$ cat config.mk
export PLATFORM = sky130hd
export DESIGN_NAME = oddr_tx_serializer
export DESIGN_NICKNAME = d
export VERILOG_FILES = /design/src/rtl/oddr_tx_pkg.sv /design/src/rtl/oddr_out_cell.sv /design/src/rtl/oddr_tx_serializer.sv
export SDC_FILE = /design/constraint.sdc
export NUM_CORES = 1
export LEC_CHECK = 0
export BUFFER_PORTS_ARGS = -buffer_cell sky130_fd_sc_hd__buf_2
export CAP_MARGIN = 20
export CORE_ASPECT_RATIO = 1.4
export CORE_MARGIN = 5
export CORE_UTILIZATION = 35
export CTS_CLUSTER_DIAMETER = 150
export DETAILED_ROUTE_END_ITERATION = 8
export GPL_TIMING_DRIVEN = 1
export HOLD_SLACK_MARGIN = 0.1
export SYNTH_ARGS = -nofsm -noshare
export SYNTH_HDL_FRONTEND = slang
export SYNTH_SLANG_ARGS = --single-unit
$ cat constraint.sdc
create_clock -name C -period 1.58 [get_ports C]
set_clock_uncertainty 0.05 [all_clocks]
set_input_delay 0 -clock C [delete_from_list [all_inputs] [get_ports C]]
set_output_delay 0 -clock C [all_outputs]
set_load 0.1 [all_outputs]
$ cat src/rtl/oddr_tx_pkg.sv
// oddr_tx_pkg: shared constants and helpers for the ODDR transmit serializer.
//   BIT_ORDER_LSB / BIT_ORDER_MSB : legal values of the BIT_ORDER parameter
//   DATA_WIDTH_MIN / _MAX         : legal bounds of DATA_WIDTH (which must also be even)
//   beat_cnt_width()              : width of the per-word beat counter
package oddr_tx_pkg;

    localparam string BIT_ORDER_LSB = "LSB_FIRST";
    localparam string BIT_ORDER_MSB = "MSB_FIRST";

    localparam int unsigned DATA_WIDTH_MIN = 4;
    localparam int unsigned DATA_WIDTH_MAX = 16;

    // clog2 of the beats per word; never narrower than one bit.
    function automatic int unsigned beat_cnt_width(input int unsigned data_width);
        int unsigned beats;
        beats = data_width / 2;
        return (beats > 2) ? $clog2(beats) : 1;
    endfunction

endpackage

$ cat src/rtl/oddr_out_cell.sv
// oddr_out_cell: DDR output stage. Registers a rise bit and a fall bit on posedge C and
// presents the rise bit on Q while C is high and the fall bit while C is low.
// Ports:
//   C  : clock
//   R  : synchronous active-high reset, loads RESET_VALUE into both halves
//   D1 : bit driven while C is high after the next posedge
//   D2 : bit driven while C is low after the next posedge
//   Q  : DDR output
module oddr_out_cell #(
    parameter bit RESET_VALUE = 1'b0
) (
    input  logic C,
    input  logic R,
    input  logic D1,
    input  logic D2,
    output logic Q
);

    logic rise_q;
    logic fall_q;

    always_ff @(posedge C) begin
        if (R) begin
            rise_q <= RESET_VALUE;
            fall_q <= RESET_VALUE;
        end else begin
            rise_q <= D1;
            fall_q <= D2;
        end
    end

    // Clock-level select: the half-cycle mux that makes this a DDR output.
    assign Q = C ? rise_q : fall_q;

endmodule

$ cat src/rtl/oddr_tx_serializer.sv
// oddr_tx_serializer: accepts parallel words into a one-entry holding register, shifts
// them out two bits per clock through a DDR output cell.
// Parameters:
//   DATA_WIDTH : word width, even, 4..16
//   IDLE_VALUE : level on Q (both halves) while no data is sent
//   BIT_ORDER  : "LSB_FIRST" or "MSB_FIRST"
// Ports:
//   C         : clock, all state changes on posedge
//   R         : synchronous active-high reset
//   D         : parallel word
//   D_VALID   : D holds a valid word
//   D_READY   : holding register empty and not in reset
//   Q         : DDR serial output (rise bit while C high, fall bit while C low)
//   TX_ACTIVE : output stage holds data bits
//   SENT      : one-cycle pulse after a word's last beat enters the output stage
// Build option:
//   ODDR_TX_TRAINING_EN : when defined, underrun emits rise=1/fall=0 (forwarded-clock
//                         pattern) instead of IDLE_VALUE.
module oddr_tx_serializer
    import oddr_tx_pkg::*;
#(
    parameter int unsigned DATA_WIDTH = 8,
    parameter bit          IDLE_VALUE = 1'b0,
    parameter string       BIT_ORDER  = "LSB_FIRST"
) (
    input  logic                  C,
    input  logic                  R,
    input  logic [DATA_WIDTH-1:0] D,
    input  logic                  D_VALID,
    output logic                  D_READY,
    output logic                  Q,
    output logic                  TX_ACTIVE,
    output logic                  SENT
);

    // Elaboration-time parameter checks.
    if ((DATA_WIDTH < DATA_WIDTH_MIN) || (DATA_WIDTH > DATA_WIDTH_MAX) ||
        ((DATA_WIDTH % 2) != 0)) begin : g_bad_width
        $error("oddr_tx_serializer: DATA_WIDTH must be even and within 4..16");
    end
    if (!((BIT_ORDER == BIT_ORDER_LSB) || (BIT_ORDER == BIT_ORDER_MSB))) begin : g_bad_order
        $error("oddr_tx_serializer: BIT_ORDER must be LSB_FIRST or MSB_FIRST");
    end

    localparam int unsigned         CntWidth = beat_cnt_width(DATA_WIDTH);
    localparam logic [CntWidth-1:0] LastBeat = CntWidth'(DATA_WIDTH / 2 - 1);
    localparam bit                  MsbFirst = (BIT_ORDER == BIT_ORDER_MSB);

`ifdef ODDR_TX_TRAINING_EN
    localparam bit UnderrunRise = 1'b1;
    localparam bit UnderrunFall = 1'b0;
`else
    localparam bit UnderrunRise = IDLE_VALUE;
    localparam bit UnderrunFall = IDLE_VALUE;
`endif

    logic                  hold_full_q;
    logic [DATA_WIDTH-1:0] hold_data_q;
    logic [DATA_WIDTH-1:0] shift_q;
    logic                  shift_valid_q;
    logic [CntWidth-1:0]   beat_q;
    logic                  tx_active_q;
    logic                  sent_q;

    logic                  accept;
    logic                  last_beat;
    logic                  load;
    logic                  beat_rise;
    logic                  beat_fall;
    logic                  stage_rise;
    logic                  stage_fall;
    logic [DATA_WIDTH-1:0] shift_next;

    always_comb begin
        // Ready depends only on state and reset, never on D_VALID.
        D_READY   = ~hold_full_q & ~R;
        accept    = D_VALID & D_READY;
        last_beat = shift_valid_q & (beat_q == LastBeat);
        // Reload on the last beat too, so consecutive words stream without a gap.
        load      = hold_full_q & (~shift_valid_q | last_beat);

        if (MsbFirst) begin
            beat_rise  = shift_q[DATA_WIDTH-1];
            beat_fall  = shift_q[DATA_WIDTH-2];
            shift_next = shift_q << 2;
        end else begin
            beat_rise  = shift_q[0];
            beat_fall  = shift_q[1];
            shift_next = shift_q >> 2;
        end

        stage_rise = shift_valid_q ? beat_rise : UnderrunRise;
        stage_fall = shift_valid_q ? beat_fall : UnderrunFall;
    end

    always_ff @(posedge C) begin
        if (R) begin
            hold_full_q   <= 1'b0;
            hold_data_q   <= '0;
            shift_q       <= '0;
            shift_valid_q <= 1'b0;
            beat_q        <= '0;
            tx_active_q   <= 1'b0;
            sent_q        <= 1'b0;
        end else begin
            // Accept and load act on different registers; both may happen together.
            hold_full_q <= accept | (hold_full_q & ~load);
            if (accept) begin
                hold_data_q <= D;
            end

            if (load) begin
                shift_q       <= hold_data_q;
                shift_valid_q <= 1'b1;
                beat_q        <= '0;
            end else if (shift_valid_q) begin
                shift_q       <= shift_next;
                beat_q        <= last_beat ? '0 : beat_q + 1'b1;
                shift_valid_q <= ~last_beat;
            end

            // These track the beat entering the output cell on this same edge.
            tx_active_q <= shift_valid_q;
            sent_q      <= last_beat;
        end
    end

    assign TX_ACTIVE = tx_active_q;
    assign SENT      = sent_q;

    oddr_out_cell #(
        .RESET_VALUE(IDLE_VALUE)
    ) u_out_cell (
        .C (C),
        .R (R),
        .D1(stage_rise),
        .D2(stage_fall),
        .Q (Q)
    );

endmodule

==> metrics.yaml, run 1 <==
cp_num_buf_inv: 3
crit_path_end_kind: "output port"
slew_headroom: 0.6778
first_iter_violations: 27
path_delay_family: "buffers and inverters"
setup.worst_path.class: "clk2out"
synth_xor_area_frac: 0
synth-seq-cells: 24
worstMarginPinSlew_ns: 0.4867
yosys.area_share.simple: 0.2859
wl_um: 1983
crit_fanout: 2
synth.area.mux_share: 0.1170
fp.dieH_um: 74.41
hold_class: "in2reg"
worst_setup_path_start_kind: "clock port"
power_density_mw_per_mm2: 1247
min_to: "hold_data_q[6]"
use_met3: 0.04514
crit_chain: "clkbuf_8 -> clkbuf_8 -> mux2_2 -> buf_4"
cap_violations: 0
final_cell_mix: "24 x dfxtp_1, 21 x nor2_1, 12 x buf_2"
grt_usage: 0.1083
synth_fa_ha_area_frac: 0.01206
critPathRequiredTime_ns: 1.53
die_area_sq_mm: 0.004168
final_common_cell: "dfxtp_1"
r2r-start: "beat_q[0]"
initial_core_util: 0.3641
min_from: "D[6]"
diodes: 0
clk_latency_ns: 0.36
final_layout_size_suffix_gt1_frac: 0.2636
clkSlewWorstSetupHoldPaths_ns: 0.08
postCtsSetupRepairBufs: 0
core-area_sq_mm: 0.002849
outcome: "completed"
syn_nets: 116
reg2regPathDepth: 4
synth_compound_area_frac: 0.06273
synth_top_family_by_area: "simple AND/OR/NAND/NOR gates"
cpPeakStageDelay_ns: 0.26
p_leak_uw: 0.0005394
worstPathArrival_ns: 1.51
syn-instance-count: 104
cts_tree: "done"
vias: 792
r2r_setup_slack_ns: 0.15
syn_avg_cell_area_sq_um: 9.974
cp_slowest_cell: "mux2_2"
synth_area_leader_cell: "dfxtp_1"
met1_usage: 0.1038
synth_warnings: 0
grt_max_degree: 23
final_nets: 142
wl_per_cell_um: 11.95
drcViolationCount: 0
gp_congestion: 0.6952
grt-busiest-layer: "met2"
syn_area_sq_mm: 0.001037
drtAntennaViolNets: 0
pin_count: 15
syn_to_final_growth_pct: 28.71
ir_drop_mv: 0.6929
design_area_sq_mm: 0.001335
synth_cell_type_count: 23
fp.dieW_um: 56.01
grt_pass1_wl_um: 3305
crit_top_cell: "clkbuf_8"
regArea_sq_um: 480.5
reg2reg_to: "shift_q[5]"
fp-row-count: 23
grtUsageMet2: 0.1782
nFillCells: 274
dpl_cell_area_sq_mm: 0.001117
drtPass1Iterations: 4
setup_viol: 0
setup_tns_ns: 0
multi_input_area_sq_um: 498.0
hold_viol_final: 0
seq_area_frac_synth: 0.4632
synth_top_area_frac: 0.4632
io_buffers: 14
antenna_found_initial: 0
place_hpwl_um: 1365
min_path_cells: 4
viasPerCell: 4.771
rsz0062_at_grt: "no"
netlist_top_cells_area: "dfxtp_1 46%, mux2i_1 11%, nor2_1 8.0%"
report.final.slew_viol_count: 0
first_global_vias: 778
grt_overflow_total: 0
cells in the mapped netlist (all sizes together):
cell type	instances
a211oi	6
a21oi	1
and2	4
and2b	1
buf	8
clkbuf	1
dfxtp	24
ha	1
mux2	1
mux2i	11
nand2b	1
nand3	2
nor2	23
nor2b	2
nor3	2
nor3b	7
nor4	6
o21a	2
or2	1
worst max path at each step:
stage	slack, ns	depth (start not counted)	from	end
after floorplan	0.16	3	hold_full_q	D_READY
after global placement	0.14	2	C	Q
after detailed placement	0.14	4	beat_q[0]	shift_q[1]
after CTS	0.01	4	C	Q
after global routing	0.01	4	C	Q
final	0.02	4	C	Q
logic make-up after synthesis:
kind of cell,after synthesis
AO/OA/AOI/OAI,9
adder cells (fa/ha/maj),1
buffers and inverters,9
flip-flops,24
multiplexers,12
AND/OR/NAND/NOR,49
what timing repair did:
action                                  CTS  global route
endpoints found under the setup margin    1             1
resized for setup                         1             1
hold endpoints to repair                 13             0
hold buffers                             10             0
per-layer routing:
metal / vias up / routed length, um / part of all wire
met5: - / 0 / 0
met4: 0 / 74 / 0.037
met3: 7 / 91 / 0.046
met2: 18 / 966 / 0.49
met1: 360 / 851 / 0.43
li1: 407 / - / -
state kept, by name, indices dropped and copies added (netlist names):
signal / count
hold_data_q: 8
shift_q: 8
beat_q: 2
SENT: 1
TX_ACTIVE: 1
hold_full_q: 1
shift_valid_q: 1
u_out_cell.fall_q: 1
u_out_cell.rise_q: 1
report_power, final:
group / total, uW / internal, uW / switching [uW] / leakage (uW)
Sequential: 682 / 648 / 33.9 / 0.000197
Combinational: 240 / 107 / 132 / 0.000275
Clock: 744 / 509 / 235 / 0.0000682
Total: 1670 / 1260 / 401 / 0.000539
metrics by stage:
step	utilization	total power, uW	hold WS, ns	cells	setup WS (ns)
global placement	0.3922	929.3	0.1840	149	0.1404
global route	0.4686	1753	0.3571	166	0.01144
detailed placement	0.3922	937.0	0.1914	149	0.1394
floorplan	-	898.2	0.02101	104	0.1592
finish	0.4686	1665	0.3504	166	0.01990
CTS	0.4677	1694	0.3442	166	0.01120
area by class of cell:
class | instances | share of cell area
Clock buffer | 7 | 0.06748
Clock inverter | 1 | 0.02249
Multi-Input combinational cell | 71 | 0.3730
Sequential cell | 24 | 0.3599
Tap cell | 37 | 0.03468
Timing Repair Buffer | 26 | 0.1425
worst reg2reg max path: stages (launching register included):
cell and delay [ns]:
dfxtp_1 0.33, ha_1 0.25, nand2b_2 0.25, a211oi_1 0.35
nor4_2 0.09
Note: power is estimated with default switching activity, not from simulation.
==> run 2, diff against run 1 <==
--- a/config.mk
+++ b/config.mk
@@ -8,5 +8,5 @@
 export BUFFER_PORTS_ARGS = -buffer_cell sky130_fd_sc_hd__buf_2
 export CAP_MARGIN = 20
-export CORE_ASPECT_RATIO = 1.4
+export CORE_ASPECT_RATIO = 0.5
 export CORE_MARGIN = 5
 export CORE_UTILIZATION = 35
==> constraint.sdc (replaced) <==
create_clock -name C -period 1.58 [get_ports C]
set_clock_uncertainty 0.05 [all_clocks]
set_input_delay 0 -clock C [delete_from_list [all_inputs] [get_ports C]]
set_output_delay 0 -clock C [all_outputs]
set_load 0.005 [all_outputs]
==> run 2 against run 1 <==
Net effect:
- combinational power down 11%
- highest routed layer unchanged
- largest cell class unchanged
- first-iteration DRC count up 70%
- sequential power hardly changed
- wire length is 2.5% higher
==> metrics.yaml, run 2 (synthesis gave the netlist of run 1 again) <==
outcome: "completed"
critPathRequiredTime_ns: 1.53
crit_path_end_kind: "output port"
initial_core_util: 0.3819
rsz0062_at_grt: "no"
worst_setup_path_start_kind: "flip-flop"
setup_viol: 0
drcViolationCount: 0
final_cells: 166
hold_class: "in2reg"
nFillCells: 264
dr_wl_met2_um: 900
die_area_sq_mm: 0.004218
finalCritPeriodShare: 0.9184
crit_fanout: 13
diodes: 0
wl_met3_um: 122
cap_violations: 0
grt_pass1_wl_um: 3381
first_global_vias: 768
setup_tns_ns: 0
syn_to_final_growth_pct: 27.99
gp_congestion: 0.6977
wl_per_cell_um: 12.25
io_buffers: 14
vias: 774
cts.hold.buffers_added: 10
wl_um: 2033
final_common_cell: "dfxtp_1"
report.final.slew_viol_count: 0
dpl_cell_area_sq_mm: 0.001115
cts_tree: "done"
fp.dieH_um: 48.50
fin_crit_ns: 1.451
worstMarginPinSlew_ns: 0.4642
fmax_ghz: 0.6891
place_hpwl_um: 1310
reg_top3: "hold_data_q: 8 flops, shift_q: 8 flops, beat_q: 2 flops"
pin_count: 15
worstPathArrival_ns: 1.40
grt_overflow_total: 0
ir_drop_mv: 0.5688
post_cts_resized: 0
viasPerCell: 4.663
slew_headroom: 0.6905
dr.max_layer_used: "met4"
fp-row-count: 13
clk_latency_ns: 0.37
grt_max_degree: 23
grt_usage: 0.1069
antenna_found_initial: 0
p_leak_uw: 0.0005392
final_cell_mix: "24 x dfxtp_1, 22 x nor2_1, 14 x buf_2"
final_nets: 142
drtAntennaViolNets: 0
core-area_sq_mm: 0.002716
first_iter_violations: 46
dpl.cell_count: 149
power_density_mw_per_mm2: 1225
design_area_sq_mm: 0.001328
final_layout_size_suffix_gt1_frac: 0.2558
postCtsSetupRepairBufs: 0
hold_viol_final: 0
setup.worst_path.class: "reg2out"
met1_length_um: 981
drtPass1Iterations: 3
fp.dieW_um: 86.99
clkSlewWorstSetupHoldPaths_ns: 0.08
run 2: critical path: stages (launching register included):
cell	delay, ns
dfxtp_1	0.57
buf_4	0.26
nor2_1	0.05
buf_2	0.14
run 2: power breakdown:
group | internal, uW | total, uW | leakage, uW | switching (uW)
combinational | 106 | 213 | 0.000274 | 107
sequential | 648 | 680 | 0.000197 | 32.0
clock | 508 | 733 | 0.0000684 | 225
run 2: stage by stage:
stage	total power, uW	worst slack (ns)	util	hold slack [ns]
after floorplan	862.0	0.2785	-	0.02101
after global placement	896.2	0.1798	0.4104	0.1637
after detailed placement	900.0	0.1661	0.4104	0.1637
after CTS	1656	0.1180	0.4887	0.3412
after global routing	1704	0.04680	0.4887	0.3637
final	1626	0.1289	0.4887	0.3526
run 2: cell type report:
cell class	instances	area [sq um]	share of cell area
clock buffer	7	87.58	0.06598
clock inverter	1	30.03	0.02262
multi-input combinational	71	495.5	0.3732
sequential	24	480.5	0.3619
tap	37	46.29	0.03487
timing repair buffer	26	187.7	0.1414
run 2: worst paths after layout:
path	startpoint	to	cells past startpoint	slack, ns
worst max-delay path	hold_full_q	D_READY	3	0.13
worst min-delay path	D[7]	hold_data_q[7]	4	0.35
worst max register to register	beat_q[0]	shift_q[5]	4	0.16
worst min register to register	shift_q[1]	u_out_cell.fall_q	1	0.41
run 2: layer usage:
layer  vias up  GRT usage
met2        11     0.1625
met1       353     0.1167
met5         -          0
li1        408          -
met4         0    0.04404
met3         2    0.07083
